## config.mk

```make
export PLATFORM = sky130hd
export DESIGN_NAME = cpu6_memarb
export DESIGN_NICKNAME = d
export VERILOG_FILES = /design/src/rtl/cpu6_memarb.sv
export SDC_FILE = /design/constraint.sdc
export NUM_CORES = 1
export LEC_CHECK = 0
export BUFFER_PORTS_ARGS = -buffer_cell sky130_fd_sc_hd__clkbuf_2
export CORE_AREA = 10 10 110 112
export DETAILED_ROUTE_END_ITERATION = 16
export DIE_AREA = 0 0 120 122
export PLACE_DENSITY_LB_ADDON = 0.15
export SYNTH_ARGS = -nofsm -noshare
export SYNTH_HDL_FRONTEND = slang
export SYNTH_SLANG_ARGS = --single-unit
export TNS_END_PERCENT = 20
```

## constraint.sdc

```tcl
create_clock -name clk -period 2.5 [get_ports clk]
set_clock_uncertainty 0.05 [all_clocks]
set_input_delay 0.5 -clock clk [delete_from_list [all_inputs] [get_ports clk]]
set_output_delay 0.5 -clock clk [all_outputs]
set_load 0.03 [all_outputs]
```

## src/rtl/cpu6_memarb.sv

```systemverilog
// cpu6_memarb: single-port SRAM arbiter for cpu6 data (m0), ifetch (m1) and DMA (m2) masters.
//   clk, reset (async, active-low)
//   mX_req/mX_we/mX_addr/mX_wdata, m2_lock : master requests
//   mX_gnt, mX_rvalid, m_rdata             : grants and routed read data
//   ram_en/ram_we/ram_addr/ram_wdata/ram_rdata : SRAM port
//   m1_stall                               : fetch stall
module cpu6_memarb #(
   parameter int AW = 32,
   parameter int DW = 32,
   parameter int STARVE_MAX = 4,
   parameter int LOCK_MAX = 8
) (
   input  logic          clk,
   input  logic          reset,
   input  logic          m0_req,
   input  logic          m1_req,
   input  logic          m2_req,
   input  logic          m0_we,
   input  logic          m2_we,
   input  logic [AW-1:0] m0_addr,
   input  logic [AW-1:0] m1_addr,
   input  logic [AW-1:0] m2_addr,
   input  logic [DW-1:0] m0_wdata,
   input  logic [DW-1:0] m2_wdata,
   input  logic          m2_lock,
   output logic          m0_gnt,
   output logic          m1_gnt,
   output logic          m2_gnt,
   output logic          m0_rvalid,
   output logic          m1_rvalid,
   output logic          m2_rvalid,
   output logic [DW-1:0] m_rdata,
   output logic          ram_en,
   output logic          ram_we,
   output logic [AW-1:0] ram_addr,
   output logic [DW-1:0] ram_wdata,
   input  logic [DW-1:0] ram_rdata,
   output logic          m1_stall
);
   localparam logic [3:0] SMAX = 4'(STARVE_MAX);
   localparam logic [7:0] LMAX = 8'(LOCK_MAX);
   typedef enum logic [1:0] {ARB, LOCK, REL} state_t;
   state_t state_q, state_d;
   logic [3:0] starve_q, starve_d;
   logic [7:0] beat_q, beat_d;
   logic rd_pend_q, rd_pend_d;
   logic [1:0] rd_owner_q, rd_owner_d;
   logic g0, g1, g2, arb;
   always_comb begin
      state_d = state_q;
      beat_d = beat_q;
      g0 = 1'b0;
      g1 = 1'b0;
      g2 = 1'b0;
      arb = 1'b0;
      if (state_q == LOCK) begin
         if (m2_req & m2_lock & (beat_q < LMAX)) begin
            g2 = 1'b1;
            beat_d = beat_q + 8'd1;
         end else if (~m2_req | ~m2_lock) begin
            arb = 1'b1;
            state_d = ARB;
         end else
            state_d = REL;
      end else if (state_q == REL) begin
         g0 = m0_req;
         g1 = m1_req & ~m0_req;
         state_d = ARB;
      end else
         arb = 1'b1;
      // starvation guard overrides m0/m1 priority
      if (arb) begin
         g2 = m2_req & ((starve_q == SMAX) | (~m0_req & ~m1_req));
         g0 = m0_req & ~g2;
         g1 = m1_req & ~m0_req & ~g2;
         if (g2 & m2_lock) begin
            state_d = LOCK;
            beat_d = 8'd1;
         end
      end
   end
   // grants are forced low while reset is held
   assign m0_gnt = g0 & reset;
   assign m1_gnt = g1 & reset;
   assign m2_gnt = g2 & reset;
   assign ram_en = m0_gnt | m1_gnt | m2_gnt;
   assign ram_we = (m0_gnt & m0_we) | (m2_gnt & m2_we);
   assign ram_addr = m2_gnt ? m2_addr : m1_gnt ? m1_addr : m0_addr;
   assign ram_wdata = m2_gnt ? m2_wdata : m0_wdata;
   assign m1_stall = m1_req & ~m1_gnt;
   assign starve_d = (m2_req & ~m2_gnt) ? ((starve_q == SMAX) ? starve_q : starve_q + 4'd1) : 4'd0;
   assign rd_pend_d = ram_en & ~ram_we;
   assign rd_owner_d = m2_gnt ? 2'd2 : m1_gnt ? 2'd1 : 2'd0;
   assign m0_rvalid = rd_pend_q & (rd_owner_q == 2'd0);
   assign m1_rvalid = rd_pend_q & (rd_owner_q == 2'd1);
   assign m2_rvalid = rd_pend_q & (rd_owner_q == 2'd2);
   assign m_rdata = ram_rdata;
   always_ff @(posedge clk or negedge reset) begin
      if (!reset) begin
         state_q <= ARB;
         starve_q <= 4'd0;
         beat_q <= 8'd0;
         rd_pend_q <= 1'b0;
         rd_owner_q <= 2'd0;
      end else begin
         state_q <= state_d;
         starve_q <= starve_d;
         beat_q <= beat_d;
         rd_pend_q <= rd_pend_d;
         rd_owner_q <= rd_owner_d;
      end
   end
endmodule
```

== Yosys cells after proc, flatten, opt, wreduce, memory -nomap -nowiden ==
Cells that the tools add are included.

* Output and inout port bits: 105
* Logic and storage cells: 77
* Bits in registers: 17

* Multiplexer cells: 30
* Eq/ne operators: 6
* $add $sub $neg: 2
* Reductions and logical operators: 1
* Bitwise logic cells: 32
* $lt $le $gt $ge: 1

{| class="wikitable"
|+ Operators by type and width
! cell !! number
|-
| 32-bit two-way mux || 3
|-
| 8-bit two-way mux || 4
|-
| 1-bit AND || 19
|-
| 1-bit two-way mux || 14
|-
| 2-bit two-way mux || 7
|-
| 8-bit by 1-bit adder with 8-bit output (second input constant) || 1
|-
| 8-bit by 4-bit < comparator with 1-bit output (second input constant) || 1
|-
| 4-bit two-way mux || 2
|-
| 1-bit inverter || 8
|-
| 1-bit OR || 5
|-
| 4-bit by 1-bit adder with 4-bit output (second input constant) || 1
|-
| 2-bit by 1-bit equality test with 1-bit output (second input constant) || 2
|-
| 2-bit equality test (second input constant) || 2
|-
| 4-bit by 3-bit equality test with 1-bit output (second input constant) || 1
|-
| 2-bit zero test || 1
|-
| 2-bit inequality test (second input constant) || 1
|}

== Logic depth before layout (Yosys ltp) ==
Gate-level depths: netlist of run 1.

* Depth in word-level cells: 12
* Mapped depth: 8
* Gate-level depth less buffers: 7

== Worst setup path after synthesis of run 1 ==
No wires, ideal clock.

* Path type: register to output
* Start point: reg starve_q[0]
* End point: out ram_addr[22]
* Slack: -156 ps
* Buffers on the path: 1
* Required time: 1950 ps
* Data arrival time: 2106 ps
* Stages on the path, launching flop included: 9
* Cells stage by stage: dfrtp_1 inv_1 ha_1 nand3b_1 a221oi_4 or2_1 inv_2 buf_2 a221o_1

* Longest elaborated chain between the ends: 9
* Elaborated cells on any way between the ends: 11

{| class="wikitable"
|+ Ends and longest elaborated chain
! what !! RTL line !! source
|-
| from (decl) || 44 || <nowiki>logic [3:0] starve_q, starve_d;</nowiki>
|-
| from (signal assigned) || 107 || <nowiki>starve_q <= starve_d;</nowiki>
|-
| 4-bit by 3-bit equality test with 1-bit output || 73 || <nowiki>g2 = m2_req & ((starve_q == SMAX) | (~m0_req & ~m1_req));</nowiki>
|-
| 1-bit OR || 73 ||
|-
| 1-bit AND || 73 ||
|-
| 1-bit inverter || 75 || <nowiki>g1 = m1_req & ~m0_req & ~g2;</nowiki>
|-
| 1-bit AND || 75 ||
|-
| 1-bit two-way mux || 72 || <nowiki>if (arb) begin</nowiki>
|-
| 1-bit AND || 84 || <nowiki>assign m1_gnt = g1 & reset;</nowiki>
|-
| named net m1_gnt || 27 || <nowiki>output logic m1_gnt,</nowiki>
|-
| 32-bit two-way mux (2 in series) || 88 || <nowiki>assign ram_addr = m2_gnt ? m2_addr : m1_gnt ? m1_addr : m0_addr;</nowiki>
|-
| to (decl) || 35 || <nowiki>output logic [AW-1:0] ram_addr,</nowiki>
|}

The timed path passes the listed nets, and every way through them passes these cells.

== Worst setup path after layout of run 1 ==
* Start point: reg starve_q[1]
* End point: out ram_wdata[15]

* Longest elaborated chain between the ends: 6

{| class="wikitable"
|+ Ends and longest elaborated chain
! what !! RTL line !! source
|-
| 4-bit by 3-bit equality test with 1-bit output || 73 ||
|-
| 1-bit OR || 73 ||
|-
| 1-bit AND || 73 ||
|-
| 1-bit two-way mux || 72 ||
|-
| 1-bit AND || 85 || <nowiki>assign m2_gnt = g2 & reset;</nowiki>
|-
| 32-bit two-way mux || 89 || <nowiki>assign ram_wdata = m2_gnt ? m2_wdata : m0_wdata;</nowiki>
|-
| to (decl) || 36 || <nowiki>output logic [DW-1:0] ram_wdata,</nowiki>
|}

No other way between the ends.

==> metrics.txt, run 1 <==
status=complete, but fails checks; failing checks=setup timing; grt met3 use=0.0666; Ports=305; routability cong.=0.848; GRT met1 Usage=0.163; Mapped Cells=~310; most used routing layer=met2; Max rail drop VDD=0.176 mV; vias in the first global route=approximately 3.6k; fin. max-slew vios=0; Bufs and invs on worst path=3; Top FF cell, synth=dfrtp_1; Post-synth EDFFs=0; Cell Chain, Critical Path=inv_2 > ha_4 > and3b_2 > o2111a_2 > o21ai_4 > bufinv_16 > mux2_4 > buf_8; syn_nets=around 510; clock root buffer=clkbuf_8; Die Wd=around 120 um; FF+latch area=between 400 and 500 sq um; Multi-input gate area=about 1900 sq um; Overflow after GRT=0; power consumption=1.84 mW; clk buf depth=2; maxcap violations=0; Port Buffer Count=240; Worst slew margin=0.755; FFs w/ async S/R, synth=1.00; top-count cell post-synth=nand2_1; first-pass GRT wire length=between 15000 and 20000 um; RSZ-0062 raised after global routing=yes; WS Path Type=register to primary output; H-tree depth=1; Mean Syn Cell Area=about 8.7 sq um; Yosys top cell by area=dfrtp_1; worst hold path type=primary input to asynchronous set/reset pin; Critical Path Source=starve_q[1]$_DFFE_PN0P_; post-route setup slack=-0.373 ns; top cells by area, synth=dfrtp_1, mux2_4, a221o_1; Fillers=approximately 970; DIE HEIGHT=122 um; fin nets=~730; Initial Util=0.267; post-DP HPWL=between 10000 and 15000 um; CP arrival=2.32 ns; CTS tree=done; drt drc=0; n_diodes=0; Critical Path RT=roughly 2 ns; Startpoint Class=register; post-synthesis sequential area ratio=0.159; max incr delay on CP=roughly 0.36 ns; TritonRoute pass-1 iters=4; crit-path max FO=9; P_leak=2.37 nW; fin crit period=~2.9 ns; Slowest cell on crit path=dfrtp_1; R2R Setup Slk=about 0.40 ns; Cell Pwr Density=~390 nW/um^2; TritonCTS buffer count=3; clk_lat worst skew=0.25 ns; fin util=0.467; sum of negative setup slack=-21.46 ns; vias per cell=a little under 5; final hold violations=0; crit share post-route=1.15; Cell Area, Synth=between 2000 and 3000 sq um; initial antenna violation count=0; GRT met2 Usage=0.294; CP endpoint kind=primary output; FP Rows=37; RR Startpoint=starve_q[1]$_DFFE_PN0P_; layout cell share with drive strength beyond 1=0.695; final setup vio count=67; core area=between 10000 and 15000 sq um; Least-Margin Pin Slew=between 0.3 and 0.4 ns; yosys warns=0; CP top delay family=compound AO/OA/AOI/OAI gates; routed len/inst=20.0 um; Layout area overhead=75.0%; Fmax achieved=348 MHz; clk slew on worst S/H paths=approximately 0.070 ns; largest net degree at the start of global routing=53; WL final=13300 um; Post-synth top cells=nand2_1, a21oi_1, buf_4, o21a_1, a221o_1; First DRT Iteration DRCs=roughly 130; Routed Antenna Nets=0; gr usage total=0.159; post-synth cell types=44; Die ar.=14600 sq um; synthesized flop and latch total=17; # clock sinks=17; Yosys top cell area share=0.159; vias post-DR=around 3.2k
## sequential cells by signal (all words and copies together) (netlist names)
| register | count |
|---|---|
| rd_pend_q | 1 |
| state_q | 2 |
| rd_owner_q | 2 |
| starve_q | 4 |
| beat_q | 8 |
## worst reg2reg max path, cell delays in order, from the launching register on
cell	delay (ns)
dfrtp_1	0.36
inv_2	0.06
ha_4	0.16
and3b_2	0.21
o2111a_2	0.29
o21ai_4	0.30
buf_12	0.17
inv_16	0.06
buf_4	0.15
a211oi_1	0.20
## final timing paths
kind,depth (start not counted),end
worst max-delay path,8,ram_wdata[15]
worst min-delay path,2,beat_q[5]$_DFF_PN0_
worst max register to register,9,starve_q[2]$_DFFE_PN0P_
worst min register to register,1,beat_q[5]$_DFF_PN0_
max in group asynchronous,2,rd_owner_q[0]$_DFF_PN0_
min in group clk,1,beat_q[5]$_DFF_PN0_
## final cells by class
class	count	share of cell area
Clock buffer	3	0.00880
Clock inverter	1	0.00107
Inverter	8	0.0131
Multi-Input combinational cell	225	0.401
Sequential cell	17	0.0906
Tap cell	136	0.0362
Timing Repair Buffer	272	0.442
Timing Repair inverter	2	0.00666
## timing repair
action | 4_1_cts | 5_1_grt
pin swaps | 1 | 1
setup endpoints to repair | 68 | 70
setup buffers | 1 | 3
hold buffers | 0 | 0
gates cloned | 1 | 3
gates resized for setup | 127 | 64
endpoints found under the hold margin | 0 | 0
## through the flow
stage / setup WS [ns] / hold slack, ns / instance area (sq um) / std cells
CTS: -0.359 / 0.204 / 4510 / 658
finish: -0.373 / 0.209 / 4690 / 664
global route: -0.440 / 0.214 / 4690 / 664
global placement: -0.179 / 0.423 / 3900 / 652
detailed placement: -0.218 / 0.423 / 3900 / 652
floorplan: -0.0372 / 0.154 / 2760 / 308
## routing by layer
layer | routed length [um] | vias up | part of all wire
li1 | - | 1552 | -
met1 | 4900 | 1490 | 0.37
met2 | 6790 | 184 | 0.51
met3 | 1390 | 20 | 0.10
met4 | 213 | 0 | 0.016
met5 | 0 | - | 0
## cells by family after synthesis
family / count (synthesis) / share of synthesized area
AOI/OAI and AO/OA: 110 / 0.316
xor gates and xnor gates: 4 / 0.0131
adders and majority gates: 3 / 0.0140
buffers and inverters: 66 / 0.180
DFF: 17 / 0.159
muxes: 33 / 0.173
and+or+nand+nor: 75 / 0.145
## cell usage in the layout (no fill, tap or decap), drive strengths merged, types with 2 or more instances in the layout
cell type,n
nand3b,3
and2,6
nor2,8
clkbuf,199
o21ai,3
dfrtp,17
nor3b,2
mux2,32
ha,3
and3b,3
nand2,39
nor3,5
inv,9
a211oi,2
xnor2,4
or2,2
nand3,2
o21a,32
buf,76
a21oi,36
a221o,32
## power breakdown
| part | leakage, nW | switching (mW) | total, mW | internal [mW] |
|---|---|---|---|---|
| logic | 2.11 | 0.636 | 1.29 | 0.657 |
| clock network | 0.0255 | 0.0900 | 0.200 | 0.110 |
| registers | 0.228 | 0.0302 | 0.342 | 0.312 |
Power figures use the tool's default switching activity.
==> run 2: changes to the inputs <==
--- a/config.mk
+++ b/config.mk
@@ -5,7 +5,7 @@
 export SDC_FILE = /design/constraint.sdc
 export NUM_CORES = 1
 export LEC_CHECK = 0
-export BUFFER_PORTS_ARGS = -buffer_cell sky130_fd_sc_hd__clkbuf_2
+export BUFFER_PORTS_ARGS = -buffer_cell sky130_fd_sc_hd__buf_4
 export CORE_AREA = 10 10 110 112
 export DETAILED_ROUTE_END_ITERATION = 16
 export DIE_AREA = 0 0 120 122
==> metrics.txt, run 2 (same netlist as run 1, synthesis figures left out) <==
WS Path Type=register to primary output; P_leak=between 2 and 3 nW; Largest Register=beat_q; Startpoint Class=register; Internal Power=1.15 mW; Fillers=between 900 and 1k; FP Rows=37; Layout area overhead=90.9%; Routed Antenna Nets=0; crit share post-route=1.13; Overflow after GRT=0; Fmax achieved=around 350 MHz; post-route setup slack=-0.323 ns; DIE HEIGHT=122 um; hold buffers post-CTS=0; Net Switching=747 uW; Slowest cell on crit path=or4_4; clock root buffer=clkbuf_8; vias in the first global route=approximately 3.5k; fin. max-slew vios=0; maxcap violations=0; vias per cell=4.86; RR Startpoint=starve_q[1]$_DFFE_PN0P_; crit-path max FO=20; layout cell share with drive strength beyond 1=0.690; post-DP HPWL=around 11000 um; final hold violations=0; clk slew on worst S/H paths=roughly 0.060 ns; sum of negative setup slack=-18.61 ns; TritonCTS buffer count=3; clk_lat worst skew=approximately 0.25 ns; commonest cells after routing, fill and taps aside=buf_4, buf_6, nand2_1, a21oi_1; Multi-input gate area=1860 sq um; fin nets=roughly 750; Least-Margin Pin Slew=around 0.37 ns; most common cell after layout, fill and taps aside=buf_4; gr usage total=0.165; initial antenna violation count=0; core area=~10000 sq um; Cell Pwr Density=370 nW/um^2; worst r2r path cells=8; # clock sinks=17; routability cong.=0.798; Cell Chain, Critical Path=or4_4 > or3_4 > buf_12 > a21oi_1 > a221o_2 > buf_6; CP arrival=~2.3 ns; Worst slew margin=0.754; max reg flops=8; final setup vio count=67; Ports=between 300 and 400; CTS tree=done; Max rail drop VDD=~0.16 mV; Die ar.=between 10000 and 15000 sq um; sw frac=0.394; First DRT Iteration DRCs=around 150; largest net degree at the start of global routing=27; worst hold path type=primary input to asynchronous set/reset pin; H-tree depth=1; Die Wd=between 100 and 150 um; end of the critical path=ram_addr[14]; Port Buffer Count=240; first-pass GRT wire length=around 20000 um; TritonRoute pass-1 iters=4; power share of the clock group=0.108; vias post-DR=approximately 3.3k; largest registers=beat_q: 8 flops, starve_q: 4 flops; max incr delay on CP=between 0.5 and 0.6 ns; combinational power share=0.711; worst r2r dst=rd_pend_q$_DFF_PN0_; failing checks=setup timing; CP endpoint kind=primary output; Initial Util=0.267; FF+latch area=425 sq um; Seq pwr share=0.181; fin crit period=between 2 and 3 ns; RSZ-0062 raised after global routing=yes; fin util=0.510; pre-CTS WS=-0.111 ns; R2R Setup Slk=0.34 ns; Fin Hold WS=about 0.28 ns; n_diodes=0; routed len/inst=about 20 um; WL final=13800 um; clk buf depth=2; status=complete, but fails checks; drt drc=0; Critical Path Source=beat_q[6]$_DFF_PN0_; Critical Path RT=between 1.5 and 2 ns
## run 2: how the worst min path moves through the flow
| stage | from | to | slack [ns] | depth (start not counted) |
|---|---|---|---|---|
| floorplan | reset | beat_q[0]$_DFF_PN0_ | 0.15 | 0 |
| global placement | beat_q[5]$_DFF_PN0_ | beat_q[5]$_DFF_PN0_ | 0.42 | 1 |
| detailed placement | beat_q[5]$_DFF_PN0_ | beat_q[5]$_DFF_PN0_ | 0.43 | 1 |
| CTS | reset | beat_q[5]$_DFF_PN0_ | 0.29 | 2 |
| global route | reset | beat_q[5]$_DFF_PN0_ | 0.30 | 2 |
| finish | reset | beat_q[3]$_DFF_PN0_ | 0.28 | 2 |
## run 2: cell type report
type / instances / area share
multi-input combinational: 225 / 0.364
clock buffer: 4 / 0.00880
sequential: 17 / 0.0831
timing repair buffer: 288 / 0.503
inverter: 8 / 0.00831
tap: 136 / 0.0332
## run 2: what timing repair did
item,in CTS,in global routing
resized for setup,51,36
buffers inserted,6,4
setup endpoints to repair,69,70
pin swaps,4,5
cloned,1,3
## run 2: power groups by stage
stage	logic (mW)	clock network (mW)	registers, mW
final	1.35	0.205	0.343
after global routing	1.44	0.227	0.347
after CTS	1.28	0.211	0.343
after detailed placement	1.20	0	0.349
after global placement	1.19	0	0.347
after floorplan	0.790	0	0.344
## run 2: routing by layer
metal	global-route usage	routed length, um	vias up
met4	0.0347	142	0
met5	0	0	-
met1	0.169	4880	1538
met3	0.0698	1480	18
met2	0.306	7280	168
li1	-	-	1574
## run 2: through the flow
stage / cells / instance area (sq um) / total power [mW]
global placement: 661 / 4600 / 1.54
detailed placement: 661 / 4600 / 1.55
global route: 678 / 5120 / 2.01
floorplan: 308 / 2760 / 1.13
finish: 678 / 5120 / 1.89
CTS: 672 / 4910 / 1.83
## run 2: critical path: cells and delay by family (launching register included)
family / cells / cell delay (ns)
AND/OR/NAND/NOR: 2 / 0.99
flip-flops: 1 / 0.38
AO/OA/AOI/OAI: 2 / 0.36
buffers and inverters: 2 / 0.30
==> run 3: changes to the inputs <==
--- a/config.mk
+++ b/config.mk
@@ -5,10 +5,11 @@
 export SDC_FILE = /design/constraint.sdc
 export NUM_CORES = 1
 export LEC_CHECK = 0
+export ABC_AREA = 1
 export BUFFER_PORTS_ARGS = -buffer_cell sky130_fd_sc_hd__buf_4
-export CORE_AREA = 10 10 110 112
+export CORE_AREA = 10 10 109 111
 export DETAILED_ROUTE_END_ITERATION = 16
-export DIE_AREA = 0 0 120 122
+export DIE_AREA = 0 0 119 121
 export PLACE_DENSITY_LB_ADDON = 0.15
 export SYNTH_ARGS = -nofsm -noshare
 export SYNTH_HDL_FRONTEND = slang
==> metrics.txt, run 3 <==
DIE HEIGHT=about 120 um; FP Rows=36; met2 wire len=~7400 um; hold buffers post-CTS=0; WS Path Type=register to primary output; TritonCTS buffer count=3; Yosys top cell by area=nand2_1; Initial Util=0.242; failing checks=setup timing; top cells by area, synth=nand2_1, dfrtp_1, nand3_1; most common cell after layout, fill and taps aside=buf_4; Post-synth EDFFs=0; Max rail drop VDD=approximately 0.21 mV; First DRT Iteration DRCs=155; vias per cell=~4.7; crit share post-route=1.00; fin. max-slew vios=0; Worst slew margin=0.783; n_diodes=0; final hold violations=0; Cell Area, Synth=between 2000 and 2500 sq um; WL final=about 14000 um; RSZ-0062 raised after global routing=yes; max reg flops=8; Top Layer Used=met4; first-pass GRT wire length=roughly 20000 um; Top FF cell, synth=dfrtp_1; clock root buffer=clkbuf_8; Least-Margin Pin Slew=roughly 0.32 ns; Fmax achieved=~400 MHz; Mapped Cells=392; clk slew on worst S/H paths=about 0.07 ns; largest net degree at the start of global routing=between 40 and 50; H-tree depth=1; core area=slightly below 10000 sq um; largest registers=beat_q: 8 flops, starve_q: 4 flops; Die ar.=around 14000 sq um; clk_lat worst skew=between 0.2 and 0.3 ns; post-synth cell types=26; fin nets=between 800 and 900; syn_nets=roughly 600; commonest cells after routing, fill and taps aside=buf_4, nand2_1, buf_6, nand3_1, nand4_1; final setup vio count=1; power consumption=around 1.9 mW; DR WL met3=approximately 1500 um; Overflow after GRT=0; CTS tree=done; yosys warns=0; post-route setup slack=-0.0121 ns; P_leak=roughly 2.5 nW; Cell Pwr Density=about 390 nW/um^2; Routed Antenna Nets=0; status=complete, but fails checks; Fin Hold WS=0.158 ns; Yosys top cell area share=0.237; TritonRoute pass-1 iters=6; synthesized flop and latch total=17; CP endpoint kind=primary output; layout cell share with drive strength beyond 1=0.540; Post-synth top cells=nand2_1, nand3_1, nand4_1; top-count cell post-synth=nand2_1; Die Wd=around 120 um; Port Buffer Count=240; routability cong.=between 0.8 and 0.9; fin util=0.492; drt drc=0; vias post-DR=3480; worst hold path type=primary input to asynchronous set/reset pin; routed len/inst=19.3 um; crit-path max FO=17; sum of negative setup slack=-0.0121 ns; maxcap violations=0; # clock sinks=17; Routed met1 length=between 5000 and 6000 um; vias in the first global route=3494; post-synthesis sequential area ratio=0.183; CP arrival=~2 ns; Critical Path RT=just under 2 ns; gr usage total=0.169; Startpoint Class=register; Mean Syn Cell Area=around 5.9 sq um; Largest Register=beat_q; initial antenna violation count=0; Ports=305; Layout area overhead=104%; clk buf depth=2; fin crit period=2.51 ns; FFs w/ async S/R, synth=1.00; post-DP HPWL=around 11000 um
run 3: changes by cell type after synthesis, sizes merged, moves of 6 or more:
cell and delta:
a21oi -28, mux2 -32, nand2 +112, nand3 +68, a221o -32, inv +11
o21a -32, buf +6, nor2 +8, nand4 +37, and2 -6
run 3: path summary, 6_finish.rpt:
kind                                    startpoint  cells past startpoint  slack (ns)                       to
min in group clk               beat_q[7]$_DFF_PN0_                      2        0.45      beat_q[7]$_DFF_PN0_
min                                          reset                      2        0.16      beat_q[5]$_DFF_PN0_
max                        starve_q[0]$_DFFE_PN0P_                     10       -0.01             ram_addr[19]
max in group asynchronous                    reset                      2        2.05      beat_q[2]$_DFF_PN0_
min reg2reg                    beat_q[7]$_DFF_PN0_                      2        0.45      beat_q[7]$_DFF_PN0_
max reg2reg                starve_q[0]$_DFFE_PN0P_                     10        0.81  starve_q[0]$_DFFE_PN0P_
run 3: timing repair:
| action | 4_1_cts | 5_1_grt |
|---|---|---|
| cloned | 1 | 5 |
| endpoints found under the setup margin | 66 | 65 |
| buffers inserted | 3 | 4 |
| resized for setup | 26 | 85 |
| pin swaps | 3 | 7 |
run 3: metal layers:
| layer | track usage | up-vias |
|---|---|---|
| met2 | 0.298 | 180 |
| met1 | 0.188 | 1596 |
| met5 | 0 | - |
| met3 | 0.0828 | 8 |
| met4 | 0.00916 | 0 |
| li1 | - | 1696 |
run 3: worst max-delay path, stage by stage, from the launching register on:
cell	delay (ns)
dfrtp_1	0.40
inv_2	0.08
ha_4	0.14
nand3_2	0.09
nand2_2	0.07
nand2_2	0.06
nand2_4	0.13
buf_4	0.26
nand4_1	0.19
nand3_1	0.13
buf_4	0.16
run 3: cells by family (layout without fill, tap and decap cells):
kind of cell | count (synthesis) | after routing | synth area share
xor+xnor | 2 | 2 | 0.00752
fa+ha+maj | 3 | 3 | 0.0161
compound gates | 15 | 15 | 0.0403
buf+inv | 78 | 293 | 0.207
flops | 17 | 17 | 0.183
simple gates | 277 | 277 | 0.547
run 3: power by group:
part | switching (mW) | total [mW] | internal [mW] | leakage [nW]
logic | 0.696 | 1.31 | 0.613 | 2.30
registers | 0.0311 | 0.343 | 0.312 | 0.227
clock network | 0.0974 | 0.208 | 0.111 | 0.0255
run 3: through the flow:
stage,worst slack (ns),cells,area (sq um)
floorplan,0.0762,392,2330
global placement,0.127,724,4070
detailed placement,0.0751,724,4070
CTS,-0.0144,731,4260
global route,-0.105,740,4750
finish,-0.0121,740,4750
run 3: final cells by class:
type	instances	area, sq um
fillers	992	4890
flip-flops and latches	17	425
repair buffers	270	2410
clock inverters	1	5.00
clock buffers	3	41.3
inverters	19	76.3
multi-input cells	297	1620
well taps	133	166
